[config.mk]
export PLATFORM = sky130hd
export DESIGN_NAME = uart_msg_seq_flat
export DESIGN_NICKNAME = d
export VERILOG_FILES = /design/src/rtl/uart_msg_seq_if.sv /design/src/rtl/uart_msg_seq.sv /design/src/flat_wrapper.sv
export SDC_FILE = /design/constraint.sdc
export NUM_CORES = 1
export LEC_CHECK = 0
export CAP_MARGIN = 20
export CORE_AREA = 10 10 402 404
export DETAILED_ROUTE_END_ITERATION = 12
export DIE_AREA = 0 0 412 414
export SYNTH_ARGS = -nofsm -noshare
export SYNTH_HDL_FRONTEND = slang
export SYNTH_SLANG_ARGS = --single-unit
[constraint.sdc]
create_clock -name clk -period 3.6 [get_ports clk]
set_input_delay 0.72 -clock clk [delete_from_list [all_inputs] [get_ports clk]]
set_output_delay 0.72 -clock clk [all_outputs]
set_load 0.01 [all_outputs]
[src/rtl/uart_msg_seq_if.sv]
// Bus bundle for uart_msg_seq: message table, run control, status and UART line.
// With UART_MSG_SEQ_STATS_EN defined the bundle also carries the msgs_sent/chars_sent counters.
interface uart_msg_seq_if #(
  parameter int unsigned NUM_MSGS    = 4,
  parameter int unsigned STR_MAX_LEN = 32,
  parameter int unsigned GAP_WIDTH   = 24
);
  localparam int unsigned MSG_WIDTH = 8 * STR_MAX_LEN;
  localparam int unsigned NUM_W     = $clog2(NUM_MSGS + 1);
  localparam int unsigned IDX_W     = (NUM_MSGS > 1) ? $clog2(NUM_MSGS) : 1;

  logic [NUM_MSGS*MSG_WIDTH-1:0] msgs;
  logic [NUM_W-1:0]              num_msgs;
  logic                          loop_en;
  logic [GAP_WIDTH-1:0]          gap_cycles;
  logic                          start;
  logic                          stop;
  logic                          busy;
  logic                          done;
  logic [IDX_W-1:0]              msg_idx;
  logic                          utx_pin;
`ifdef UART_MSG_SEQ_STATS_EN
  logic [31:0]                   msgs_sent;
  logic [31:0]                   chars_sent;
`endif

  modport master (
    output msgs, num_msgs, loop_en, gap_cycles, start, stop,
`ifdef UART_MSG_SEQ_STATS_EN
    input  msgs_sent, chars_sent,
`endif
    input  busy, done, msg_idx, utx_pin
  );

  modport slave (
    input  msgs, num_msgs, loop_en, gap_cycles, start, stop,
`ifdef UART_MSG_SEQ_STATS_EN
    output msgs_sent, chars_sent,
`endif
    output busy, done, msg_idx, utx_pin
  );
endinterface

[src/rtl/uart_msg_seq.sv]
// uart_msg_seq: sends up to NUM_MSGS strings in order over an 8N1 UART line,
// with a programmable idle gap between messages and optional looping.
// String encoding: first character in the most significant byte of the slot,
// terminated by a NUL byte or by the end of the slot.
// Optional statistics counters are enabled by defining UART_MSG_SEQ_STATS_EN.
module uart_msg_seq #(
  parameter int unsigned CLOCK_FREQ  = 100_000_000,
  parameter int unsigned BAUD_RATE   = 115_200,
  parameter int unsigned NUM_MSGS    = 4,
  parameter int unsigned STR_MAX_LEN = 32,
  parameter int unsigned GAP_WIDTH   = 24
) (
  input  logic          clk,
  input  logic          rst,
  uart_msg_seq_if.slave bus
);
  localparam int unsigned MSG_WIDTH    = 8 * STR_MAX_LEN;
  localparam int unsigned NUM_W        = $clog2(NUM_MSGS + 1);
  localparam int unsigned IDX_W        = (NUM_MSGS > 1) ? $clog2(NUM_MSGS) : 1;
  localparam int unsigned CNT_W        = $clog2(STR_MAX_LEN + 1);
  localparam int unsigned CLKS_PER_BIT = CLOCK_FREQ / BAUD_RATE;
  localparam int unsigned BAUD_W       = $clog2(CLKS_PER_BIT + 1);

  typedef enum logic [2:0] {S_IDLE, S_LOAD, S_SEND, S_GAP, S_DONE} state_t;

  state_t               state_q, state_d;
  logic [IDX_W-1:0]     idx_q, idx_d;
  logic [NUM_W-1:0]     num_q, num_d;
  logic                 loop_q, loop_d;
  logic [GAP_WIDTH-1:0] gap_q, gap_d;
  logic [GAP_WIDTH-1:0] gap_cnt_q, gap_cnt_d;
  logic                 stop_pend_q, stop_pend_d;
  logic                 busy_q, busy_d;
  logic                 done_q, done_d;
  logic                 s_valid_c;
  logic                 send_end_c;

  // string iterator state
  logic                 it_active_q;
  logic [MSG_WIDTH-1:0] str_q;
  logic [CNT_W-1:0]     cnt_q;

  // uart transmitter state
  logic                 utx_busy_q;
  logic                 pin_q;
  logic [8:0]           frame_q;
  logic [3:0]           bit_cnt_q;
  logic [BAUD_W-1:0]    baud_q;

  logic [NUM_W-1:0]     num_clamped_c;
  logic                 last_slot_c;
  logic [IDX_W-1:0]     next_idx_c;
  logic                 stop_seen_c;
  logic                 s_ready_c;
  logic [7:0]           chr_byte_c;
  logic                 chr_valid_c;
  logic                 utx_en_c;
  logic                 drained_c;
  logic [31:0]          slot_base_c;
  logic [MSG_WIDTH-1:0] slot_c;

  assign num_clamped_c = (bus.num_msgs > NUM_W'(NUM_MSGS)) ? NUM_W'(NUM_MSGS) : bus.num_msgs;
  assign last_slot_c   = (NUM_W'(idx_q) == (num_q - NUM_W'(1)));
  assign next_idx_c    = last_slot_c ? '0 : (idx_q + IDX_W'(1));
  assign stop_seen_c   = stop_pend_q | bus.stop;
  assign slot_base_c   = 32'(idx_q) * MSG_WIDTH;
  assign slot_c        = bus.msgs[slot_base_c +: MSG_WIDTH];
  assign s_ready_c     = !it_active_q;
  assign chr_byte_c    = str_q[MSG_WIDTH-1 -: 8];
  assign chr_valid_c   = it_active_q && (chr_byte_c != 8'h00) && (cnt_q != CNT_W'(STR_MAX_LEN));
  assign utx_en_c      = chr_valid_c && !utx_busy_q;
  assign drained_c     = !chr_valid_c && s_ready_c && !utx_busy_q;

  // Sequencer state and registered outputs
  always_ff @(posedge clk) begin
    if (rst) begin
      state_q     <= S_IDLE;
      idx_q       <= '0;
      num_q       <= '0;
      loop_q      <= 1'b0;
      gap_q       <= '0;
      gap_cnt_q   <= '0;
      stop_pend_q <= 1'b0;
      busy_q      <= 1'b0;
      done_q      <= 1'b0;
    end else begin
      state_q     <= state_d;
      idx_q       <= idx_d;
      num_q       <= num_d;
      loop_q      <= loop_d;
      gap_q       <= gap_d;
      gap_cnt_q   <= gap_cnt_d;
      stop_pend_q <= stop_pend_d;
      busy_q      <= busy_d;
      done_q      <= done_d;
    end
  end

  // Sequencer next-state: load slot, wait for line to drain, gap, advance
  always_comb begin
    state_d     = state_q;
    idx_d       = idx_q;
    num_d       = num_q;
    loop_d      = loop_q;
    gap_d       = gap_q;
    gap_cnt_d   = gap_cnt_q;
    stop_pend_d = stop_pend_q;
    s_valid_c   = 1'b0;
    send_end_c  = 1'b0;
    if (state_q != S_IDLE && bus.stop) stop_pend_d = 1'b1;
    case (state_q)
      S_IDLE: begin
        if (bus.start) begin
          if (num_clamped_c != '0) begin
            num_d       = num_clamped_c;
            loop_d      = bus.loop_en;
            gap_d       = bus.gap_cycles;
            stop_pend_d = 1'b0;
            idx_d       = '0;
            state_d     = S_LOAD;
          end else begin
            state_d = S_DONE;
          end
        end
      end
      S_LOAD: begin
        s_valid_c = 1'b1;
        if (s_ready_c) state_d = S_SEND;
      end
      S_SEND: begin
        if (drained_c) begin
          send_end_c = 1'b1;
          if (stop_seen_c || (last_slot_c && !loop_q)) begin
            state_d = S_DONE;
          end else begin
            gap_cnt_d = gap_q;
            state_d   = S_GAP;
          end
        end
      end
      S_GAP: begin
        if (stop_seen_c) begin
          state_d = S_DONE;
        end else if (gap_cnt_q == '0) begin
          idx_d   = next_idx_c;
          state_d = S_LOAD;
        end else begin
          gap_cnt_d = gap_cnt_q - GAP_WIDTH'(1);
        end
      end
      S_DONE:  state_d = S_IDLE;
      default: state_d = S_IDLE;
    endcase
    busy_d = (state_d == S_LOAD) || (state_d == S_SEND) || (state_d == S_GAP);
    done_d = (state_d == S_DONE);
  end

  // String iterator: walks the loaded slot one byte per accepted character
  always_ff @(posedge clk) begin
    if (rst) begin
      it_active_q <= 1'b0;
      str_q       <= '0;
      cnt_q       <= '0;
    end else if (s_valid_c && s_ready_c) begin
      it_active_q <= 1'b1;
      str_q       <= slot_c;
      cnt_q       <= '0;
    end else if (utx_en_c) begin
      str_q <= str_q << 8;
      cnt_q <= cnt_q + CNT_W'(1);
    end else if (it_active_q && !chr_valid_c) begin
      it_active_q <= 1'b0;
    end
  end

  // UART transmitter: 8N1, LSB first; reset forces the line high at once
  always_ff @(posedge clk) begin
    if (rst) begin
      utx_busy_q <= 1'b0;
      pin_q      <= 1'b1;
      frame_q    <= '0;
      bit_cnt_q  <= '0;
      baud_q     <= '0;
    end else if (!utx_busy_q) begin
      if (utx_en_c) begin
        frame_q    <= {1'b1, chr_byte_c};
        pin_q      <= 1'b0;
        utx_busy_q <= 1'b1;
        bit_cnt_q  <= '0;
        baud_q     <= '0;
      end
    end else if (baud_q == BAUD_W'(CLKS_PER_BIT - 1)) begin
      baud_q <= '0;
      if (bit_cnt_q == 4'd9) begin
        utx_busy_q <= 1'b0;
      end else begin
        pin_q     <= frame_q[0];
        frame_q   <= frame_q >> 1;
        bit_cnt_q <= bit_cnt_q + 4'd1;
      end
    end else begin
      baud_q <= baud_q + BAUD_W'(1);
    end
  end

`ifdef UART_MSG_SEQ_STATS_EN
  logic [31:0] msgs_sent_q;
  logic [31:0] chars_sent_q;

  // Free-running message and character counters, cleared only by reset
  always_ff @(posedge clk) begin
    if (rst) begin
      msgs_sent_q  <= '0;
      chars_sent_q <= '0;
    end else begin
      if (send_end_c) msgs_sent_q <= msgs_sent_q + 32'd1;
      if (utx_en_c)   chars_sent_q <= chars_sent_q + 32'd1;
    end
  end

  assign bus.msgs_sent  = msgs_sent_q;
  assign bus.chars_sent = chars_sent_q;
`endif

  assign bus.busy    = busy_q;
  assign bus.done    = done_q;
  assign bus.msg_idx = idx_q;
  assign bus.utx_pin = pin_q;
endmodule

[src/flat_wrapper.sv]
// flat-port wrapper written by rule: the top's interface ports become plain ports
module uart_msg_seq_flat 
#(
  parameter int unsigned CLOCK_FREQ  = 100_000_000,
  parameter int unsigned BAUD_RATE   = 115_200,
  parameter int unsigned NUM_MSGS    = 4,
  parameter int unsigned STR_MAX_LEN = 32,
  parameter int unsigned GAP_WIDTH   = 24
)
  (clk, rst, bus_msgs, bus_num_msgs, bus_loop_en, bus_gap_cycles, bus_start, bus_stop, bus_busy, bus_done, bus_msg_idx, bus_utx_pin);
  uart_msg_seq_if #(.NUM_MSGS(NUM_MSGS), .STR_MAX_LEN(STR_MAX_LEN), .GAP_WIDTH(GAP_WIDTH)) bus_i ();
  input  logic clk;
  input  logic rst;
  input wire logic [$bits(bus_i.msgs)-1:0] bus_msgs;
  input wire logic [$bits(bus_i.num_msgs)-1:0] bus_num_msgs;
  input wire logic [$bits(bus_i.loop_en)-1:0] bus_loop_en;
  input wire logic [$bits(bus_i.gap_cycles)-1:0] bus_gap_cycles;
  input wire logic [$bits(bus_i.start)-1:0] bus_start;
  input wire logic [$bits(bus_i.stop)-1:0] bus_stop;
  output wire logic [$bits(bus_i.busy)-1:0] bus_busy;
  output wire logic [$bits(bus_i.done)-1:0] bus_done;
  output wire logic [$bits(bus_i.msg_idx)-1:0] bus_msg_idx;
  output wire logic [$bits(bus_i.utx_pin)-1:0] bus_utx_pin;
  assign bus_i.msgs = bus_msgs;
  assign bus_i.num_msgs = bus_num_msgs;
  assign bus_i.loop_en = bus_loop_en;
  assign bus_i.gap_cycles = bus_gap_cycles;
  assign bus_i.start = bus_start;
  assign bus_i.stop = bus_stop;
  assign bus_busy = bus_i.busy;
  assign bus_done = bus_i.done;
  assign bus_msg_idx = bus_i.msg_idx;
  assign bus_utx_pin = bus_i.utx_pin;
  uart_msg_seq #(.CLOCK_FREQ(CLOCK_FREQ), .BAUD_RATE(BAUD_RATE), .NUM_MSGS(NUM_MSGS), .STR_MAX_LEN(STR_MAX_LEN), .GAP_WIDTH(GAP_WIDTH)) u_core (.clk(clk), .rst(rst), .bus(bus_i));
endmodule
Yosys cells after proc, flatten, opt, wreduce, memory -nomap -nowiden
Index checks and enable logic that the tools add are counted.
Storage, ports and cells
  flip-flop bits (word level): 348
  input bits: 1056
  output and inout port bits: 5
  word-level logic and storage cells: 128
Cells by class
  add/subtract/negate cells: 6
  order comparisons: 1
  equal/unequal tests: 21
  shift operators: 1
  muxes and demuxes: 49
  bitwise logic cells: 1
  reductions and logical operators: 32
Operators by type and width (number)
  indexed part select 1024 x 11 -> 256 bit: 1
  two-way mux 256 bit: 2
  two-way mux 24 bit: 4
  case mux 24 bit (2 select lines): 1
  two-way mux 9 bit: 4
  two-way mux 10 bit: 3
  logical NOT 24 bit: 1
  two-way mux 3 bit: 8
  subtractor 24 x 1 -> 24 bit (second input constant): 1
  two-way mux 1 bit: 16
  two-way mux 4 bit: 4
  != test 2 bit (second input constant): 7
  equality test 3 x 2 -> 1 bit (second input constant): 4
  case mux 3 bit (4 select lines): 1
  adder 10 x 1 -> 10 bit (second input constant): 1
  equality test 10 bit (second input constant): 1
  two-way mux 2 bit: 5
  AND reduction 5 bit: 2
  nonzero test 2 bit: 5
  logical AND 1 bit: 9
  nonzero test 8 bit: 1
  adder 6 x 1 -> 6 bit (second input constant): 1
  equality test 3 x 1 -> 1 bit (second input constant): 2
  != test 2 x 1 -> 1 bit (second input constant): 3
  17 further kinds: 24

Longest topological paths before layout
Gate-level depths: netlist of the first run.
  word-level depth: 11
  depth in mapped cells: 9
  depth with buffers taken out: 7

Worst setup path after synthesis of the first run
Ideal clock, no wire load.
  path kind: flip-flop to flip-flop
  start point: reg u_core.gap_cnt_q[0]
  end point: reg u_core.gap_cnt_q[16]
  setup time: 116 ps
  arrival time: 2225 ps
  data required time: 3484 ps
  path slack: 1259 ps
  stages on the path, launching flop included: 9
  buffers on the path: 1
  period minus slack after synthesis: 2341 ps
  cells stage by stage: dfxtp_1 > inv_1 > ha_1 > or4b_1 > buf_6 > or4_4 > o21ai_4 > a221oi_1 > a31o_2
Between the ends
  cells in the longest elaborated chain, start to end: 4
  elaborated cells on any way between the ends: 7
  those cells by class: add/sub: 1; eq/ne: 1; mux: 3; reduce/logical: 2
RTL lines
  start: declaration: line uart_msg_seq.sv:31  | logic [GAP_WIDTH-1:0] gap_cnt_q, gap_cnt_d;
  start signal: assignment: line uart_msg_seq.sv:92  | gap_cnt_q <= gap_cnt_d;
  subtractor 24 x 1 -> 24 bit: line uart_msg_seq.sv:148  | gap_cnt_d = gap_cnt_q - GAP_WIDTH'(1);
  two-way mux 24 bit: line uart_msg_seq.sv:144  | end else if (gap_cnt_q == '0) begin
  two-way mux 24 bit: line uart_msg_seq.sv:142  | if (stop_seen_c) begin
  case mux 24 bit (2 select lines): line uart_msg_seq.sv:111  | case (state_q)
Parallel ways exist; a longest one is shown, timed or not. The select of a mux whose other input is x is not followed.
A chain may end at the register's enable or synchronous reset.

Worst setup path in the final report of the first run
  start point: reg u_core.gap_cnt_q[0]
  end point: reg u_core.gap_cnt_q[4]
Same word-level chain as after synthesis.

==> run_results.csv, run 1 <==
group,metric,value,unit
yosys,postSynthCellCount,2325,
clock_network,path_clk_slew,0.06,ns
timing,max_slew_margin,33.1,%
timing,skew,0.0364,ns
finish,nets,4319,
yosys,yosys_warnings,0,
grt,grt_use_total,16.4,%
placement,gp_congestion,0.966,
yosys,yosysTopAreaCellShare,32.9,%
timing,layout_min_cycle_time,3.01,ns
clock_network,clk_latency,0.60,ns
clock_network,htreeDepth,2,
timing,final.setup.tns,0,ns
finish,fin_util,23.3,%
timing,setup_viol,0,
floorplan,die_x,412,um
floorplan,num_io_pins,1061,
grt,grt_pass1_vias,23700,
route,drc,0,
clock_network,cts_resized,0,
placement,io_buffers,1060,
worst_setup_path,cp.arrival,3.44,ns
yosys,synthArstFlopShare,0,%
timing,tightest_slew,1.00,ns
clock_network,cts_buffer_depth,3,
timing,drv_slew,0,
floorplan,fp-row-count,144,
yosys,synth.distinct_cells,64,
route,wirelength,148000,um
clock_network,post_cts_buffers,0,
finish,areaGrowthSynthToFinish,68.5,%
placement,place_area,34100,um^2
power_and_ir_drop,power.leakage,11.1,nW
placement,dp_hpwl,124000,um
clock_network,ctsHoldBuffers,0,
worst_setup_path,crit_required,4.03,ns
worst_hold_path,hold_class,"flop to flop",
yosys,synthTopCellsByCount,"nand2_1, dfxtp_1, a31oi_1",
route,drt_iter0_markers,2326,
timing,rsz0062_at_grt,"false",
worst_setup_path,critPathLaunchType,"flop",
finish,num-fill-cells,16600,
worst_setup_path,crit_fanout,19,
outcome,status,"finished clean",
route,post_drt_wl_per_cell,27.5,um
yosys,syn_area,21200,um^2
yosys,seq_area_frac_synth,32.9,%
timing,fmax,332,MHz
yosys,synth_fp_nets,3388,
timing,post-route-period-util,83.6,%
grt,gr-total-overflow,0,
yosys,syn_area_per_cell,9.10,um^2
finish,multi_input_area,13200,um^2
clock_network,cts_root_buffer,"clkbuf_16",
yosys,synthFlopType,"dfxtp_1",
yosys,ys_seq_elements,348,
yosys,yosysMostFrequentCell,"nand2_1",
route,ant_nets,0,
grt,grt_max_degree,149,
clock_network,cts-buffers-inserted,44,
floorplan,dieArea,171000,um^2
worst_setup_path,critical_path_class,"flop to flop",
grt,grt_first_pass_wirelength,197000,um
floorplan,initial_core_util,13.8,%
finish,final_area,35700,um^2
floorplan,coreArea,153000,um^2
power_and_ir_drop,power_density,349,nW/um^2
route,firstDrtPassIters,6,
finish,drive_gt1_share,12.6,%
run,cap_violations,0,
yosys,synth_area_leaders,"dfxtp_1, mux4_2, nand2_1, a31oi_1, o21ai_0",
clock_network,cts_num_sinks,348,
yosys,synth_edf_count,0,
power_and_ir_drop,peakVddDrop,0.000265,V
floorplan,fp.dieH,414,um
finish,regArea,6970,um^2
worst_setup_path,end_kind,"flop",
yosys,yosys.area.top_type,"dfxtp_1",
route,vias,24000,
clock_network,cts_tree,"built",
timing,final-hold-violation-count,0,
grt,antenna_found_initial,162,
route,vias_per_cell,4.47,
[sequential cells by signal, indices dropped and copies added (netlist names), 2 cells and up]
name	count
u_core.state_q	3
u_core.num_q	3
u_core.gap_cnt_q	24
u_core.baud_q	10
u_core.gap_q	24
u_core.bit_cnt_q	4
u_core.str_q	256
u_core.frame_q	9
u_core.cnt_q	6
u_core.bus.msg_idx	2
[power breakdown]
part           internal (mW)  switching (mW)  leakage (nW)
combinational           1.73            1.35          7.55
clock                   2.80            1.88         0.729
sequential              4.32           0.353          2.85
total                   8.84            3.59          11.1
[logic make-up after synthesis]
| logic type | after synthesis | share of synthesized area [%] |
|---|---|---|
| simple gates | 768 | 15.1 |
| compound gates | 672 | 18.4 |
| flops | 348 | 32.9 |
| mux | 268 | 27.8 |
| buf+inv | 255 | 5.02 |
| xor+xnor | 7 | 0.290 |
| fa+ha+maj | 7 | 0.414 |
[area by class of cell]
type                       count  area share [%]
inverter                      15           0.179
multi-input combinational   1722            36.9
antenna                       41           0.288
tap                         2044            7.17
clock inverter                12           0.530
sequential                   348            19.6
clock buffer                  67            3.67
timing repair buffer        1125            31.7
[per-stage QoR]
stage               worst slack, ns  hold WS [ns]  power, mW  cells
floorplan                      1.26         0.431       5.95   2325
detailed placement            0.646         0.445       7.80   5253
global route                  0.459         0.482       13.0   5355
global placement              0.662         0.443       7.75   5253
finish                        0.589         0.452       12.4   5374
CTS                           0.491         0.453       12.6   5332
[metal layers]
| layer | global-route usage [%] | up-vias | wire length [um] |
|---|---|---|---|
| li1 | - | 10700 | - |
| met1 | 19.2 | 11600 | 57400 |
| met2 | 25.3 | 1345 | 65800 |
| met3 | 9.02 | 303 | 19100 |
| met4 | 5.00 | 110 | 4700 |
| met5 | 0 | - | 733 |
[path summary, 6_finish.rpt]
path,start,end,slack (ns),cells past startpoint
hold reg to reg,u_core.bus.utx_pin,u_core.bus.utx_pin,0.45,2
setup reg to reg,u_core.gap_cnt_q[0],u_core.gap_cnt_q[4],0.59,8
hold / removal,u_core.bus.utx_pin,u_core.bus.utx_pin,0.45,2
setup / recovery,u_core.gap_cnt_q[0],u_core.gap_cnt_q[4],0.59,8
[placed cells by master (no fill, tap or decap), types with 5 or more instances in the layout]
cell type           n
ha_1                7
a22oi_1             7
a31oi_1           260
a211oi_1           11
xnor2_1             6
buf_4              47
or4_1               5
or3_1               7
nand3_1            23
nor4_1              7
diode_2            41
o32ai_1            18
o21ai_0           259
buf_12             17
clkbuf_1           13
clkbuf_16          46
nor2_1             55
nand2_1           593
mux4_2            256
nor3_1             31
clkbuf_8            8
inv_1              14
mux2i_1            12
clkdlybuf4s50_1  1059
a21oi_1            90
dfxtp_1           346
and3_1              9
[worst max-delay path, stage by stage, from the launching register on]
cell	delay, ns
dfxtp_1	0.33
inv_1	0.08
ha_1	0.21
or4b_1	0.65
or4_4	0.62
o21ai_4	0.46
buf_4	0.26
o2bb2a_1	0.15
o22ai_1	0.07
No activity file was read; power rests on OpenSTA's default activity.
==> inputs of run 2 (changes only) <==
Clock period 3.6 ns to 3.15 ns, I/O delays scaled along.
==> run_results.csv, run 2 (same netlist as run 1, synthesis figures left out) <==
group,metric,value,unit
run,cap_violations,0,
route,drt_iter0_markers,2370,
clock_network,path_clk_slew,0.06,ns
clock_network,cts_root_buffer,"clkbuf_16",
finish,largest_reg_flops,256,
finish,regArea,6970,um^2
worst_setup_path,crit_fanout,45,
timing,rsz0062_at_grt,"false",
finish,areaGrowthSynthToFinish,68.8,%
timing,drv_slew,0,
worst_setup_path,critical_path_class,"flop to output pin",
floorplan,coreArea,153000,um^2
timing,layout_min_cycle_time,2.74,ns
grt,grt_max_degree,113,
clock_network,clk_latency,0.62,ns
route,wirelength,150000,um
finish,num-fill-cells,16600,
clock_network,post_cts_buffers,0,
clock_network,htreeDepth,2,
timing,fmax,365,MHz
route,vias,24300,
worst_setup_path,crit_required,2.52,ns
route,drc,0,
finish,final_common_cell,"clkdlybuf4s50_1",
finish,multi_input_area,13200,um^2
clock_network,cts_resized,0,
worst_setup_path,cp.arrival,2.11,ns
floorplan,dieArea,171000,um^2
timing,setup_viol,0,
grt,grt_pass1_vias,24100,
floorplan,num_io_pins,1061,
finish,reg_top3,"u_core.str_q: 256 flops, u_core.gap_cnt_q: 24 flops, u_core.gap_q: 24 flops",
clock_network,cts_buffer_depth,3,
placement,place_ws,0.499,ns
finish,top_register,"u_core.str_q",
route,ant_nets,0,
clock_network,cts_tree,"built",
clock_network,cts_num_sinks,348,
worst_hold_path,holdPathStages,2,
placement,io_buffers,1060,
clock_network,cts-buffers-inserted,43,
floorplan,die_x,412,um
floorplan,fp.dieH,414,um
worst_hold_path,hold_class,"flop to flop",
route,firstDrtPassIters,7,
grt,grt_first_pass_wirelength,201000,um
worst_setup_path,end_kind,"output pin",
worst_setup_path,timing.reg2reg.worst_path_depth,7,
finish,final_cell_mix,"clkdlybuf4s50_1, nand2_1, dfxtp_1",
power_and_ir_drop,power.leakage,11.2,nW
placement,gp_congestion,0.936,
power_and_ir_drop,peakVddDrop,0.000301,V
timing,fin_ws,0.409,ns
finish,fin_util,23.3,%
worst_setup_path,critPathLaunchType,"flop",
finish,drive_gt1_share,13.2,%
timing,post-route-period-util,87.0,%
grt,gr-total-overflow,0,
timing,final-hold-violation-count,0,
timing,skew,0.0437,ns
outcome,status,"finished clean",
floorplan,fp-row-count,144,
timing,final.setup.tns,0,ns
placement,dp_hpwl,126000,um
grt,antenna_found_initial,123,
route,post_drt_wl_per_cell,27.9,um
finish,final_area,35700,um^2
finish,nets,4338,
placement,place_area,34200,um^2
route,vias_per_cell,4.50,
timing,tightest_slew,1.02,ns
clock_network,ctsHoldBuffers,0,
grt,grt_use_total,16.6,%
timing,max_slew_margin,32.2,%
power_and_ir_drop,power_density,395,nW/um^2
floorplan,initial_core_util,13.8,%
==> run 2: cell count changes in the layout (fill, tap and decap cells not counted) <==
cell	delta
clkbuf_8	+1
buf_12	-1
clkbuf_4	-1
clkinv_2	+7
bufinv_16	-1
diode_2	-8
clkbuf_16	-3
clkinvlp_4	-1
clkinv_8	-1
inv_16	+2
clkbuf_1	-4
buf_4	+22
==> run 2: final timing paths <==
kind,endpoint,start,slack (ns)
worst max register to register,u_core.gap_cnt_q[16],u_core.num_q[0],0.54
worst min-delay path,u_core.bus.utx_pin,u_core.bus.utx_pin,0.45
worst max-delay path,bus_msg_idx[1],u_core.bus.msg_idx[1],0.41
worst min register to register,u_core.bus.utx_pin,u_core.bus.utx_pin,0.45
==> run 2: layout make-up <==
cell class	instances	area share (%)
antenna	33	0.231
clock buffer	61	3.45
clock inverter	18	0.588
inverter	15	0.179
multi-input combinational	1722	36.8
sequential	348	19.5
tap	2044	7.16
timing repair buffer	1145	32.0
==> run 2: power by group <==
part	total (mW)	internal [mW]	switching [mW]	leakage, nW
Combinational	3.56	1.99	1.57	7.63
Clock	5.19	3.00	2.19	0.720
Sequential	5.36	4.93	0.427	2.85
==> run 2: metrics by stage <==
stage	power, mW	std cells	hold slack, ns
6_report	14.1	5386	0.453
5_1_grt	14.7	5367	0.469
4_1_cts	14.3	5353	0.458
3_5_place_dp	8.98	5274	0.450
3_3_place_gp	8.94	5274	0.450
2_1_floorplan	6.80	2325	0.431
==> run 2: critical path: stages, from the launching register on <==
cell and delay [ns]:
dfxtp_4 0.37, buf_12 0.30, buf_4 0.27, clkdlybuf4s50_1 0.56
==> run 2: layer usage <==
metal | track usage (%) | vias to the layer above | wire, um
met2 | 26.6 | 1196 | 68600
li1 | - | 10700 | -
met3 | 5.26 | 245 | 14200
met1 | 21.6 | 12000 | 63100
met4 | 3.86 | 64 | 3740
met5 | 0 | - | 430
